## src/rtl/exe_mem_req_stage_if.sv

```systemverilog
// SRAM-like data bus between the execute-stage request front end and memory.
// Request side is driven by the stage (master); the handshake returns come from memory (slave).
interface exe_mem_req_stage_if #(
  parameter int unsigned DW = 32,
  parameter int unsigned AW = 32
);
  localparam int unsigned BW = DW / 8;

  logic          data_req;
  logic          data_wr;
  logic [BW-1:0] data_be;
  logic [AW-1:0] data_addr;
  logic [DW-1:0] data_wdata;
  logic          data_addr_ok;
  logic          data_data_ok;

  modport master (
    output data_req, data_wr, data_be, data_addr, data_wdata,
    input  data_addr_ok, data_data_ok
  );

  modport slave (
    input  data_req, data_wr, data_be, data_addr, data_wdata,
    output data_addr_ok, data_data_ok
  );
endinterface

```

## src/rtl/exe_mem_req_stage.sv

```systemverilog
// Execute-stage load/store front end: holds one decoded op, forms address/lanes/data,
// issues a bus request with an outstanding-request limit, misalign trap and flush.
module exe_mem_req_stage #(
  parameter  int unsigned DW      = 32,
  parameter  int unsigned AW      = 32,
  parameter  int unsigned MAX_OUT = 2,
  parameter  int unsigned TAG_W   = 8,
  localparam int unsigned BW      = DW / 8,
  localparam int unsigned LB      = $clog2(BW)
) (
  input  logic             clk,
  input  logic             resetn,
  input  logic             flush,
  input  logic             ds_to_es_valid,
  output logic             es_allowin,
  input  logic             ds_load,
  input  logic             ds_store,
  input  logic [1:0]       ds_size,
  input  logic             ds_sign_ext,
  input  logic [AW-1:0]    ds_base,
  input  logic [AW-1:0]    ds_offset,
  input  logic [DW-1:0]    ds_wdata,
  input  logic [TAG_W-1:0] ds_tag,
  input  logic             ms_allowin,
  output logic             es_to_ms_valid,
  output logic [TAG_W-1:0] es_to_ms_tag,
  output logic             es_to_ms_load,
  output logic             es_to_ms_sign,
  output logic [1:0]       es_to_ms_size,
  output logic [LB-1:0]    es_to_ms_lane,
  output logic             es_to_ms_excp,
  exe_mem_req_stage_if.master bus,
  output logic [2:0]       es_outstanding
);

  typedef enum logic [1:0] {IDLE, REQ, DONE} state_t;

  state_t state, state_nx;

  logic             es_valid;
  logic             op_load, op_store, op_sign;
  logic [1:0]       op_size;
  logic [AW-1:0]    op_base, op_off;
  logic [DW-1:0]    op_wdata;
  logic [TAG_W-1:0] op_tag;
  logic [2:0]       count;

  logic [AW-1:0] addr;
  logic          mem_op, size_bad, misalign, legal_mem, excp;
  logic          slot_free, req, ready_go, handoff, load_op;
  logic [BW-1:0] be_mask, be_lane;
  logic [DW-1:0] wdata_rep;
  int unsigned   nbytes;

  assign addr      = op_base + op_off;
  assign mem_op    = op_load | op_store;
  assign size_bad  = {1'b0, op_size} > 3'(LB);

  always_comb begin
    misalign = 1'b0;
    case (op_size)
      2'd0:    misalign = 1'b0;
      2'd1:    misalign = addr[0];
      2'd2:    misalign = |addr[1:0];
      default: misalign = |addr[2:0];
    endcase
  end

  assign legal_mem = es_valid & mem_op & ~(size_bad | misalign);
  assign excp      = es_valid & mem_op & (size_bad | misalign);
  assign slot_free = count < 3'(MAX_OUT);

  // Request is held only while waiting for acceptance; flush does not withdraw it in
  // the flush cycle itself, so an acceptance coinciding with flush is still counted.
  assign req      = legal_mem & slot_free & ((state == IDLE) | (state == REQ));
  assign ready_go = ~legal_mem | (state == DONE) | (req & bus.data_addr_ok);

  assign es_allowin     = ~es_valid | (ready_go & ms_allowin);
  assign es_to_ms_valid = es_valid & ready_go & ~flush;
  assign handoff        = es_to_ms_valid & ms_allowin;
  assign load_op        = es_allowin & ds_to_es_valid & ~flush;

  always_comb begin
    nbytes    = 32'd1 << op_size;
    be_mask   = '0;
    wdata_rep = '0;
    for (int unsigned i = 0; i < BW; i++) begin
      be_mask[i]            = (i < nbytes);
      wdata_rep[8*i +: 8]   = op_wdata[8*(i & (nbytes - 1)) +: 8];
    end
    be_lane = be_mask << addr[LB-1:0];
  end

  assign bus.data_req   = req;
  assign bus.data_wr    = req & op_store;
  assign bus.data_be    = req ? be_lane : '0;
  assign bus.data_addr  = addr;
  assign bus.data_wdata = wdata_rep;

  assign es_to_ms_tag   = op_tag;
  assign es_to_ms_load  = op_load;
  assign es_to_ms_sign  = op_sign;
  assign es_to_ms_size  = op_size;
  assign es_to_ms_lane  = addr[LB-1:0];
  assign es_to_ms_excp  = excp;
  assign es_outstanding = count;

  // After a hand-off IDLE re-requests combinationally for the newly loaded op,
  // which covers the direct DONE->REQ path.
  always_comb begin
    state_nx = state;
    if (flush) begin
      state_nx = IDLE;
    end else begin
      unique case (state)
        IDLE, REQ: if (req) state_nx = bus.data_addr_ok ? (handoff ? IDLE : DONE) : REQ;
        DONE:      if (handoff) state_nx = IDLE;
        default:   state_nx = IDLE;
      endcase
    end
  end

  always_ff @(posedge clk or negedge resetn) begin
    if (!resetn) state <= IDLE;
    else         state <= state_nx;
  end

  always_ff @(posedge clk or negedge resetn) begin
    if (!resetn) begin
      es_valid <= 1'b0;
    end else if (flush) begin
      es_valid <= 1'b0;
    end else if (es_allowin) begin
      es_valid <= ds_to_es_valid;
    end
  end

  always_ff @(posedge clk or negedge resetn) begin
    if (!resetn) begin
      op_load  <= 1'b0;
      op_store <= 1'b0;
      op_sign  <= 1'b0;
      op_size  <= '0;
      op_base  <= '0;
      op_off   <= '0;
      op_wdata <= '0;
      op_tag   <= '0;
    end else if (load_op) begin
      op_load  <= ds_load;
      op_store <= ds_store;
      op_sign  <= ds_sign_ext;
      op_size  <= ds_size;
      op_base  <= ds_base;
      op_off   <= ds_offset;
      op_wdata <= ds_wdata;
      op_tag   <= ds_tag;
    end
  end

  always_ff @(posedge clk or negedge resetn) begin
    if (!resetn) begin
      count <= '0;
    end else if ((req & bus.data_addr_ok) & ~bus.data_data_ok) begin
      count <= count + 3'd1;
    end else if (~(req & bus.data_addr_ok) & bus.data_data_ok & (count != 3'd0)) begin
      count <= count - 3'd1;
    end
  end

endmodule
```

## src/flat_wrapper.sv

```systemverilog
// flat-port wrapper written by rule: the top's interface ports become plain ports
module exe_mem_req_stage_flat 
#(
  parameter  int unsigned DW      = 32,
  parameter  int unsigned AW      = 32,
  parameter  int unsigned MAX_OUT = 2,
  parameter  int unsigned TAG_W   = 8,
  localparam int unsigned BW      = DW / 8,
  localparam int unsigned LB      = $clog2(BW)
)
  (clk, resetn, flush, ds_to_es_valid, es_allowin, ds_load, ds_store, ds_size, ds_sign_ext, ds_base, ds_offset, ds_wdata, ds_tag, ms_allowin, es_to_ms_valid, es_to_ms_tag, es_to_ms_load, es_to_ms_sign, es_to_ms_size, es_to_ms_lane, es_to_ms_excp, es_outstanding, bus_data_req, bus_data_wr, bus_data_be, bus_data_addr, bus_data_wdata, bus_data_addr_ok, bus_data_data_ok);
  exe_mem_req_stage_if #(.DW(DW), .AW(AW)) bus_i ();
  input  logic clk;
  input  logic resetn;
  input  logic flush;
  input  logic ds_to_es_valid;
  output logic es_allowin;
  input  logic ds_load;
  input  logic ds_store;
  input  logic [1:0] ds_size;
  input  logic ds_sign_ext;
  input  logic [AW-1:0] ds_base;
  input  logic [AW-1:0] ds_offset;
  input  logic [DW-1:0] ds_wdata;
  input  logic [TAG_W-1:0] ds_tag;
  input  logic ms_allowin;
  output logic es_to_ms_valid;
  output logic [TAG_W-1:0] es_to_ms_tag;
  output logic es_to_ms_load;
  output logic es_to_ms_sign;
  output logic [1:0] es_to_ms_size;
  output logic [LB-1:0] es_to_ms_lane;
  output logic es_to_ms_excp;
  output logic [2:0] es_outstanding;
  output wire logic [$bits(bus_i.data_req)-1:0] bus_data_req;
  output wire logic [$bits(bus_i.data_wr)-1:0] bus_data_wr;
  output wire logic [$bits(bus_i.data_be)-1:0] bus_data_be;
  output wire logic [$bits(bus_i.data_addr)-1:0] bus_data_addr;
  output wire logic [$bits(bus_i.data_wdata)-1:0] bus_data_wdata;
  input wire logic [$bits(bus_i.data_addr_ok)-1:0] bus_data_addr_ok;
  input wire logic [$bits(bus_i.data_data_ok)-1:0] bus_data_data_ok;
  assign bus_data_req = bus_i.data_req;
  assign bus_data_wr = bus_i.data_wr;
  assign bus_data_be = bus_i.data_be;
  assign bus_data_addr = bus_i.data_addr;
  assign bus_data_wdata = bus_i.data_wdata;
  assign bus_i.data_addr_ok = bus_data_addr_ok;
  assign bus_i.data_data_ok = bus_data_data_ok;
  exe_mem_req_stage #(.DW(DW), .AW(AW), .MAX_OUT(MAX_OUT), .TAG_W(TAG_W)) u_core (.clk(clk), .resetn(resetn), .flush(flush), .ds_to_es_valid(ds_to_es_valid), .es_allowin(es_allowin), .ds_load(ds_load), .ds_store(ds_store), .ds_size(ds_size), .ds_sign_ext(ds_sign_ext), .ds_base(ds_base), .ds_offset(ds_offset), .ds_wdata(ds_wdata), .ds_tag(ds_tag), .ms_allowin(ms_allowin), .es_to_ms_valid(es_to_ms_valid), .es_to_ms_tag(es_to_ms_tag), .es_to_ms_load(es_to_ms_load), .es_to_ms_sign(es_to_ms_sign), .es_to_ms_size(es_to_ms_size), .es_to_ms_lane(es_to_ms_lane), .es_to_ms_excp(es_to_ms_excp), .bus(bus_i), .es_outstanding(es_outstanding));
endmodule
```

## config.mk

```make
export PLATFORM = sky130hd
export DESIGN_NAME = exe_mem_req_stage_flat
export DESIGN_NICKNAME = d
export VERILOG_FILES = /design/src/rtl/exe_mem_req_stage_if.sv /design/src/rtl/exe_mem_req_stage.sv /design/src/flat_wrapper.sv
export SDC_FILE = /design/constraint.sdc
export NUM_CORES = 1
export LEC_CHECK = 0
export BUFFER_PORTS_ARGS = -buffer_cell sky130_fd_sc_hd__buf_2
export CORE_MARGIN = 4
export CORE_UTILIZATION = 30
export CTS_CLUSTER_SIZE = 25
export DETAILED_ROUTE_END_ITERATION = 8
export HOLD_SLACK_MARGIN = 0.08
export SLEW_MARGIN = 30
export SYNTH_ARGS = -nofsm -noshare
export SYNTH_HDL_FRONTEND = slang
export SYNTH_SLANG_ARGS = --single-unit
```

## constraint.sdc

```tcl
create_clock -name clk -period 3.99 [get_ports clk]
set_input_delay 0.798 -clock clk [delete_from_list [all_inputs] [get_ports clk]]
set_output_delay 0.798 -clock clk [all_outputs]
set_load 0.005 [all_outputs]
```

==> results.cfg <==
[outcome]
outcome = finished clean

[setup_path]
slowest_stage = dfrtp_1
start_kind = flop
worstSetupEndpointType = output pin
critPathRequiredTime_ns = 3.19
max_stage_delay_ns = 0.37
critPathKind = flop to output pin
cp_max_fo = 4
path_cells = ha_1 > a21o_1 > o21bai_1 > o211ai_1 > nand2_1 > a31oi_1 > o221ai_1 > xor2_1 > buf_2
arrival_ns = 3.00

[clock_tree]
cts_buffers = 17
root_buffer = clkbuf_16
clock_latency_ns = 0.41
ctsHoldBuffers = 0
htree_levels = 4
cts_tree = yes
clk_pin_slew_ns = 0.06
clock_sinks = 115
clock_path_buffers = 2

[power_and_ir_drop]
power.total_mw = 5.931
ir_drop_mv = 0.2834
leakage_nw = 3.937
powerDensity_nw_per_um2 = 693.0

[place]
place_inst = 1049
hpwl_mm = 13.96
post_dp_cell_area_um2 = 7886
routabilityCongestion = 0.8306
io_buffers = 205

[logic_synthesis]
syn_inst = 595
ys.flop_type = dfrtp_1
ys_warn_count = 0
syn-num-nets = 746
ys_seq_area_frac = 0.4322
yosysUniqueCellTypes = 49
async_flop_share = 1.000
syn_avg_cell_area_um2 = 11.19
ys_ff_latch = 115
synth_edf_count = 0
synth_area_um2 = 6658

[global_routing]
grt_pass1_vias = 5492
grt_max_degree = 68
antenna_found_initial = 1
grt_pass1_wl_mm = 28.84
grt_util_all_layers = 0.1483
gr-total-overflow = 0

[timing]
setup_tns_ns = 0
hold_viol = 0
tightest_slew_ns = 0.7954
fin_crit_sh = 0.9526
slew_headroom = 0.4697
fmax_mhz = 263.1
slew_violations = 0
worst_clock_skew_ns = 0.01099
period_needed_ns = 3.801
finalSetupViolations = 0

[routing]
routed_wl_mm = 18.06
vias = 5234
drtIter0Drc = 173
ant_nets = 0
drc = 0
firstDrtPassIters = 4
vias_per_cell = 4.837
wl_per_cell_um = 16.69

[layout]
final_common_cell = buf_2
utilization = 0.3922
drive_gt1_frac = 0.3703
syn2layout_area_growth_pct = 28.57
finalNonFillerCells = 1082
nNetsFinal = 940
final_cell_mix = 204 x buf_2, 115 x dfrtp_1, 76 x mux2_1
post-route-cell-area_um2 = 8559
diodes = 0

[job]
maxCapViolations = 0

[die]
start_util = 0.3051
io_pins = 206
fp.coreArea_um2 = 21820
die_w_um = 157.0
rows = 54
die_area_um2 = 24640
die_h_um = 157.0

[hold_path]
worstHoldPathType = input port to asynchronous set/reset pin
-- cell families (layout without fill, tap and decap cells) --
| group | after synthesis | count (layout) | share of synthesized area |
|---|---|---|---|
| AOI/OAI and AO/OA | 122 | 122 | 0.1176 |
| xor gates and xnor gates | 32 | 32 | 0.04210 |
| adders and majority gates | 35 | 35 | 0.06803 |
| buffers and inverters | 51 | 258 | 0.04435 |
| DFF | 115 | 115 | 0.4322 |
| muxes | 132 | 132 | 0.2214 |
| and+or+nand+nor | 108 | 108 | 0.07423 |
-- worst max-delay path, delay by kind of cell (launching register included) --
family                   cells  cell delay [ns]
AND/OR/NAND/NOR              1             0.23
AO/OA/AOI/OAI                5             1.32
flip-flops                   1             0.37
buffers and inverters        1             0.14
XOR/XNOR                     1             0.16
adder cells (fa/ha/maj)      1             0.36
-- report_power, final --
part           switching (mW)  leakage, nW  total (mW)  internal (mW)
sequential              0.194         1.35        1.63           1.44
combinational            1.39         2.27        2.63           1.24
clock                   0.555        0.311        1.67           1.12
total                    2.14         3.94        5.93           3.80
-- synthesized netlist by cell type, types with 3 or more instances --
master,number,area (um^2)
mux2_1,76,855.8
o31ai_1,6,45.04
o221ai_1,3,26.28
xor2_1,11,96.34
a31oi_1,4,25.02
inv_1,13,48.80
o21a_1,10,75.07
nor3_1,7,35.03
o21ai_1,3,15.01
buf_4,12,90.09
nor2_1,33,123.9
nand4_1,8,50.05
mux2_2,46,518.0
a211oi_1,9,67.56
xnor2_1,21,183.9
nand2_1,41,153.9
a21o_1,7,52.55
clkbuf_1,13,48.80
buf_2,5,25.02
nand2b_1,4,25.02
a21oi_1,30,150.1
dfrtp_1,115,2878
mux2i_1,10,100.1
buf_6,7,78.83
nor2b_1,4,25.02
ha_1,33,412.9
o2111ai_1,3,26.28
o21ai_0,29,145.1
o211ai_1,5,37.54
-- flip-flops by register name, summed over array words and instances, names as in the netlist --
register,flops
u_core.op_off,32
u_core.es_to_ms_size,2
u_core.op_store,1
u_core.es_to_ms_load,1
u_core.op_base,32
u_core.es_to_ms_sign,1
u_core.state,2
u_core.es_to_ms_tag,8
u_core.es_valid,1
u_core.op_wdata,32
u_core.es_outstanding,3
-- through the flow --
step	worst slack (ns)	hold slack [ns]
finish	0.1892	0.4492
global route	-0.01101	0.5006
CTS	0.003237	0.4760
detailed placement	0.4139	0.4707
global placement	0.4575	0.4670
floorplan	0.7238	0.4574
-- area by class of cell --
cell class                 count  area [um^2]
clock buffer                  21        450.4
timing repair buffer         213         1126
fill                        2175        13260
multi-input combinational    429         3523
inverter                      13        48.80
sequential                   115         2878
clock inverter                11        182.7
tap                          280        350.3
-- metal layers --
layer | share of wire | GRT usage
met3 | 0.098 | 0.06406
met1 | 0.41 | 0.1767
met5 | 0.00039 | 0
met4 | 0.014 | 0.04298
met2 | 0.48 | 0.2447
-- worst paths after layout --
check,from,to,slack [ns],depth (start not counted)
max in group asynchronous,resetn,u_core.op_base[10]$_DFFE_PN0P_,2.60,3
setup reg to reg,u_core.op_off[0]$_DFFE_PN0P_,u_core.es_outstanding[1]$_DFFE_PN0P_,0.71,12
hold reg to reg,u_core.es_to_ms_sign$_DFFE_PN0P_,u_core.es_to_ms_sign$_DFFE_PN0P_,0.48,1
setup / recovery,u_core.op_off[4]$_DFFE_PN0P_,bus_data_addr[29],0.19,9
hold / removal,resetn,u_core.op_wdata[24]$_DFFE_PN0P_,0.45,1
min in group clk,u_core.es_to_ms_sign$_DFFE_PN0P_,u_core.es_to_ms_sign$_DFFE_PN0P_,0.48,1
-- repair_timing --
item | 4_1_cts | 5_1_grt
pin swaps | 0 | 3
buffers inserted | 0 | 1
resized for setup | 1 | 5
endpoints found under the setup margin | 2 | 9
(Power assumes the default switching activity.)
